<file path="config.mk">
export PLATFORM = sky130hd
export DESIGN_NAME = ram_port_master
export DESIGN_NICKNAME = d
export VERILOG_FILES = /design/src/rtl/ram_port_master.sv
export SDC_FILE = /design/constraint.sdc
export NUM_CORES = 1
export LEC_CHECK = 0
export BUFFER_PORTS_ARGS = -buffer_cell sky130_fd_sc_hd__clkbuf_2
export CORE_MARGIN = 2
export CORE_UTILIZATION = 50
export DETAILED_ROUTE_END_ITERATION = 10
export PLACE_DENSITY = 0.95
export SLEW_MARGIN = 0
export SYNTH_ARGS = -nofsm -noshare
export SYNTH_HDL_FRONTEND = slang
export SYNTH_SLANG_ARGS = --single-unit
</file>
<file path="constraint.sdc">
create_clock -name clk -period 7.3 [get_ports clk]
set_input_delay 0.73 -clock clk [delete_from_list [all_inputs] [get_ports clk]]
set_output_delay 0.73 -clock clk [all_outputs]
set_load 0.02 [all_outputs]
</file>
<file path="src/rtl/ram_port_master.sv">
// ram_port_master
//   Turns a valid/ready request stream into a single-port RAM access. Each
//   accepted request yields one response, in acceptance order. Writes into
//   the low ROM_WORDS addresses (bootloader ROM) are rejected: they never
//   reach the RAM and answer with rsp_err = 1.
//
//   Request and RAM timing:
//     - The RAM port is driven combinationally from the accepted request.
//     - Read data comes back one cycle later on ram_rdData.
//     - Every response passes through a one-stage in-flight slot and then
//       a RSP_DEPTH-entry FIFO. A read is therefore visible on rsp_valid
//       two cycles after acceptance when the FIFO is empty.
//
// Ports
//   clk, reset          rising-edge clock, synchronous active-high reset
//   req_valid/ready     request handshake
//   req_wr              1 = write, 0 = read
//   req_addr            word address
//   req_mask            byte enables (writes only)
//   req_wdata           write data
//   rsp_valid/ready     response handshake
//   rsp_rdata           read data (0 for write responses)
//   rsp_err             protected-region write rejected
//   ram_en, ram_wr      RAM enable and write strobe
//   ram_addr, ram_mask  RAM word address and byte enables
//   ram_wrData          RAM write data
//   ram_rdData          RAM read data, valid one cycle after a read enable
module ram_port_master #(
    parameter int ADDR_W    = 12,
    parameter int ROM_WORDS = 1024,
    parameter int RSP_DEPTH = 2
) (
    input  logic              clk,
    input  logic              reset,
    input  logic              req_valid,
    output logic              req_ready,
    input  logic              req_wr,
    input  logic [ADDR_W-1:0] req_addr,
    input  logic [3:0]        req_mask,
    input  logic [31:0]       req_wdata,
    output logic              rsp_valid,
    input  logic              rsp_ready,
    output logic [31:0]       rsp_rdata,
    output logic              rsp_err,
    output logic              ram_en,
    output logic              ram_wr,
    output logic [ADDR_W-1:0] ram_addr,
    output logic [3:0]        ram_mask,
    output logic [31:0]       ram_wrData,
    input  logic [31:0]       ram_rdData
);

    localparam int PW = $clog2(RSP_DEPTH);
    // One spare bit so count + in-flight never wraps.
    localparam int CW = PW + 2;
    localparam logic [CW-1:0]     DEPTH_C   = CW'(RSP_DEPTH);
    localparam logic [ADDR_W:0]   ROM_LIMIT = (ADDR_W + 1)'(ROM_WORDS);

    // State
    logic          inflight_q, inflight_d;
    logic          slot_rd_q,  slot_rd_d;
    logic          slot_err_q, slot_err_d;
    logic [PW-1:0] wr_ptr_q,   wr_ptr_d;
    logic [PW-1:0] rd_ptr_q,   rd_ptr_d;
    logic [CW-1:0] count_q,    count_d;

    logic [31:0]   fifo_data [RSP_DEPTH];
    logic          fifo_err  [RSP_DEPTH];

    // Combinational helpers
    logic          reject;
    logic          accept;
    logic          push;
    logic          pop;
    logic [31:0]   push_data;
    logic [CW-1:0] occupancy;

    assign reject    = req_wr & ({1'b0, req_addr} < ROM_LIMIT);
    assign occupancy = count_q + CW'(inflight_q);

    assign rsp_valid = ~reset & (count_q != '0);
    assign pop       = rsp_valid & rsp_ready;

    // Room is judged after this cycle's pop, so a full FIFO that is being
    // drained still accepts one new request per cycle.
    assign req_ready = ~reset & ((occupancy - CW'(pop)) < DEPTH_C);
    assign accept    = req_valid & req_ready;

    assign ram_en     = accept & ~reject;
    assign ram_wr     = ram_en & req_wr;
    assign ram_addr   = req_addr;
    assign ram_mask   = req_mask;
    assign ram_wrData = req_wdata;

    // The in-flight slot always drains into the FIFO on the following cycle;
    // only reads carry RAM data, writes and rejects carry zero.
    assign push      = inflight_q;
    assign push_data = slot_rd_q ? ram_rdData : 32'h0;

    // Head entry is masked to zero when empty so stale storage never shows.
    assign rsp_rdata = rsp_valid ? fifo_data[rd_ptr_q] : 32'h0;
    assign rsp_err   = rsp_valid ? fifo_err[rd_ptr_q]  : 1'b0;

    always_comb begin
        // NOTE: every always_comb output gets a value on every path (here
        // unconditionally) so no latch is inferred.
        inflight_d = accept;
        slot_rd_d  = accept & ~req_wr;
        slot_err_d = accept & reject;
        wr_ptr_d   = wr_ptr_q + PW'(push);
        rd_ptr_d   = rd_ptr_q + PW'(pop);
        count_d    = count_q + CW'(push) - CW'(pop);
    end

    // NOTE: sequential state uses non-blocking assignments so every flop
    // samples pre-edge values regardless of block ordering.
    always_ff @(posedge clk) begin
        if (reset) begin
            inflight_q <= 1'b0;
            slot_rd_q  <= 1'b0;
            slot_err_q <= 1'b0;
            wr_ptr_q   <= '0;
            rd_ptr_q   <= '0;
            count_q    <= '0;
        end else begin
            inflight_q <= inflight_d;
            slot_rd_q  <= slot_rd_d;
            slot_err_q <= slot_err_d;
            wr_ptr_q   <= wr_ptr_d;
            rd_ptr_q   <= rd_ptr_d;
            count_q    <= count_d;
        end
    end

    // NOTE: FIFO storage is deliberately not reset; count_q decides which
    // entries are live, and the outputs are masked while empty.
    always_ff @(posedge clk) begin
        if (push && !reset) begin
            fifo_data[wr_ptr_q] <= push_data;
            fifo_err[wr_ptr_q]  <= slot_err_q;
        end
    end

endmodule

</file>
==> qor.yml <==
sta:
  setup_slack_ns: 3.64
  fin_crit_ns: 3.66
  finalMaxSlewViolations: 0
  grt_setup_unrepaired: "false"
  max-slew-margin-rel_pct: 29.0
  finalHoldViolCount: 0
  tightest_slew_ns: 1.07
  finalSetupTns_ns: 0
  clock_skew_ns: 0.00880
  setup_violations: 0
  clock.fmax_mhz: 273
  fin_crit_sh_pct: 50.1
logic_synthesis:
  yosys.area.top_type: "edfxtp_1"
  yosysSeqAreaShare_pct: 61.6
  synth_cells: 263
  synthTopCellsByArea: "edfxtp_1, buf_4, mux2i_1"
  yosys_register_bits: 74
  syn_area_per_cell_sq_um: 13.2
  syn_area_sq_um: 3480
  synth_nets: 351
  yosys.cell_types.count: 24
  yosysTopAreaCellShare_pct: 57.0
  yosysWarningCount: 0
clock_tree:
  cts_setup_buffers: 0
  clkLatencyLatePin_ns: 0.34
  hold_buffers: 0
  cts.sinks: 74
  cts.clk_slew.worst_paths_ns: 0.07
  clockBufferDepth: 2
  h-tree-depth: 3
  ctsRootBufferMaster: "clkbuf_8"
  cts_tree: "built"
  cts_resized: 0
  cts_made_buffers: 9
floorplan:
  coreArea_sq_um: 6760
  die_area_sq_um: 7640
  rows: 30
  start_util_pct: 51.5
  die_width_um: 87.4
  fp.dieH_um: 87.4
  pin_count: 170
detailed_routing:
  topRoutingLayerUsed: "met4"
  drt_iter0_markers: 52
  drc: 0
  routed-wl-met2_mm: 2.92
  vias_per_cell: 5.11
  drt_wl_total_mm: 5.84
  wl_per_cell_um: 15.4
  ant_nets: 0
  wl_met1_mm: 2.19
  met3_length_um: 380
  vias: 1931
  first_pass_iters: 5
setup_path:
  critPathCaptureType: "output pin"
  path_delay_family: "simple AND/OR/NAND/NOR gates"
  critPathArrivalTime_ns: 2.93
  path_class: "primary input to output pin"
  critical_path_depth: 10
  r2r_setup_slack_ns: 4.96
  start_kind: "primary input"
  crit_slowest_cell: "fa_1"
  crit_chain: "clkbuf_2 > nor3b_1 > ha_1 > inv_1 > ha_1 > fa_1 > nor2_1 > nand3_4 > nor3b_2 > clkbuf_2"
  path_buf_inv: 3
  critPathMaxStageDelay_ns: 0.44
  worstPathRequired_ns: 6.57
  cp_max_fo: 10
  rr_worst_depth: 9
finish:
  area_growth_pct: 8.38
  fin_cells: 378
  nFillCells: 578
  insertedDiodeCount: 0
  final_cell_mix: "clkbuf_2, edfxtp_1, nor2_1, mux2i_1, and2_1"
  fin_nets: 381
  final_common_cell: "clkbuf_2"
  drive_gt1_share_pct: 33.2
placed_design:
  post-place-ws_ns: 3.64
  dpl.hpwl_mm: 3.89
  gp_congestion: 0.708
  io_buffers: 77
  place_inst: 362
grt:
  grt_first_pass_wirelength_mm: 8.63
  grt_usage_pct: 15.5
  grt_max_degree: 36
  overflow: 0
  grt_pass1_vias: 1833
  antenna_found_initial: 0
min_path:
  hold_path_depth: 0
  hp-class: "flop to flop"
power:
  peakVddDrop_mv: 0.184
  power_density_nw_per_um2: 352
  p_leak_nw: 1.50
run:
  drv_cap: 0
run_status:
  status: "completed"
-- synthesized netlist by cell type --
master    count
edfxtp_1     66
ha_1          2
nand2b_1      1
nor2b_1       2
xor3_2        1
dfxtp_1       8
nand2_1       1
nor2_1       39
buf_6         5
or2_1         1
buf_2         3
mux2i_1      34
nor3_1        1
fa_1          1
a21oi_1       1
inv_1         6
buf_4        49
clkbuf_1      3
nand3_4       1
and2_1       33
xnor2_1       1
nor3b_1       2
and3b_1       1
nor3b_2       1
-- worst register-to-register path, cell delays in order, from the launching register on --
cell and delay, ns:
dfxtp_1 0.31, nor3_1 0.25, nor3b_1 0.12, ha_1 0.28
inv_1 0.04, ha_1 0.19, fa_1 0.40, xor3_2 0.44
nand3_4 0.12, nor2_1 0.07
-- area by class of cell --
class                   instances  area [sq um]  area share, %
clock buffers                  11           131           3.48
clock inverters                 5           103           2.72
inverters                       6          22.5          0.597
multi-input cells             123           871           23.1
flip-flops and latches         74          2140           56.8
well taps                      80           100           2.65
repair buffers                 79           400           10.6
-- metrics by stage --
| step | instance area, sq um | hold WS (ns) | total power [mW] | utilization, % |
|---|---|---|---|---|
| after floorplan | 3480 | 0.404 | 0.912 | - |
| after global placement | 3540 | 0.413 | 0.959 | 52.4 |
| after detailed placement | 3540 | 0.422 | 0.977 | 52.4 |
| after CTS | 3770 | 0.439 | 1.34 | 55.8 |
| after global routing | 3770 | 0.454 | 1.40 | 55.8 |
| final | 3770 | 0.438 | 1.33 | 55.8 |
-- worst paths after layout --
check              from           to
max               reset       ram_wr
min          slot_err_q  fifo_err[1]
min reg2reg  slot_err_q  fifo_err[1]
max reg2reg  count_q[0]   slot_err_q
-- power by group --
part / leakage [nW] / internal, mW / switching [mW] / total, mW
logic: 0.704 / 0.157 / 0.218 / 0.375
registers: 0.679 / 0.525 / 0.0605 / 0.585
clock network: 0.114 / 0.227 / 0.141 / 0.367
total: 1.50 / 0.908 / 0.419 / 1.33
-- cell families (layout without fill, tap and decap cells) --
group                      after synthesis  in the layout  synth area share (%)
buffers and inverters                   66            101                  13.6
xor gates and xnor gates                 2              2                 0.971
and+or+nand+nor                         83             83                  12.7
AOI/OAI and AO/OA                        1              1                 0.144
muxes                                   34             34                  9.78
adders and majority gates                3              3                  1.29
DFF                                     74             74                  61.6
-- sequential cells by signal, indices dropped and copies added, names as in the netlist --
name	cells
count_q	3
fifo_data	64
fifo_err	2
inflight_q	1
rd_ptr_q	1
slot_err_q	1
slot_rd_q	1
wr_ptr_q	1
-- layer usage --
metal  track usage, %  vias to the layer above
met5                0                        -
met4             12.3                        0
met3             4.55                       36
met2             26.3                       79
met1             15.8                      907
li1                 -                      909
Note: power is estimated with default switching activity, not from simulation.
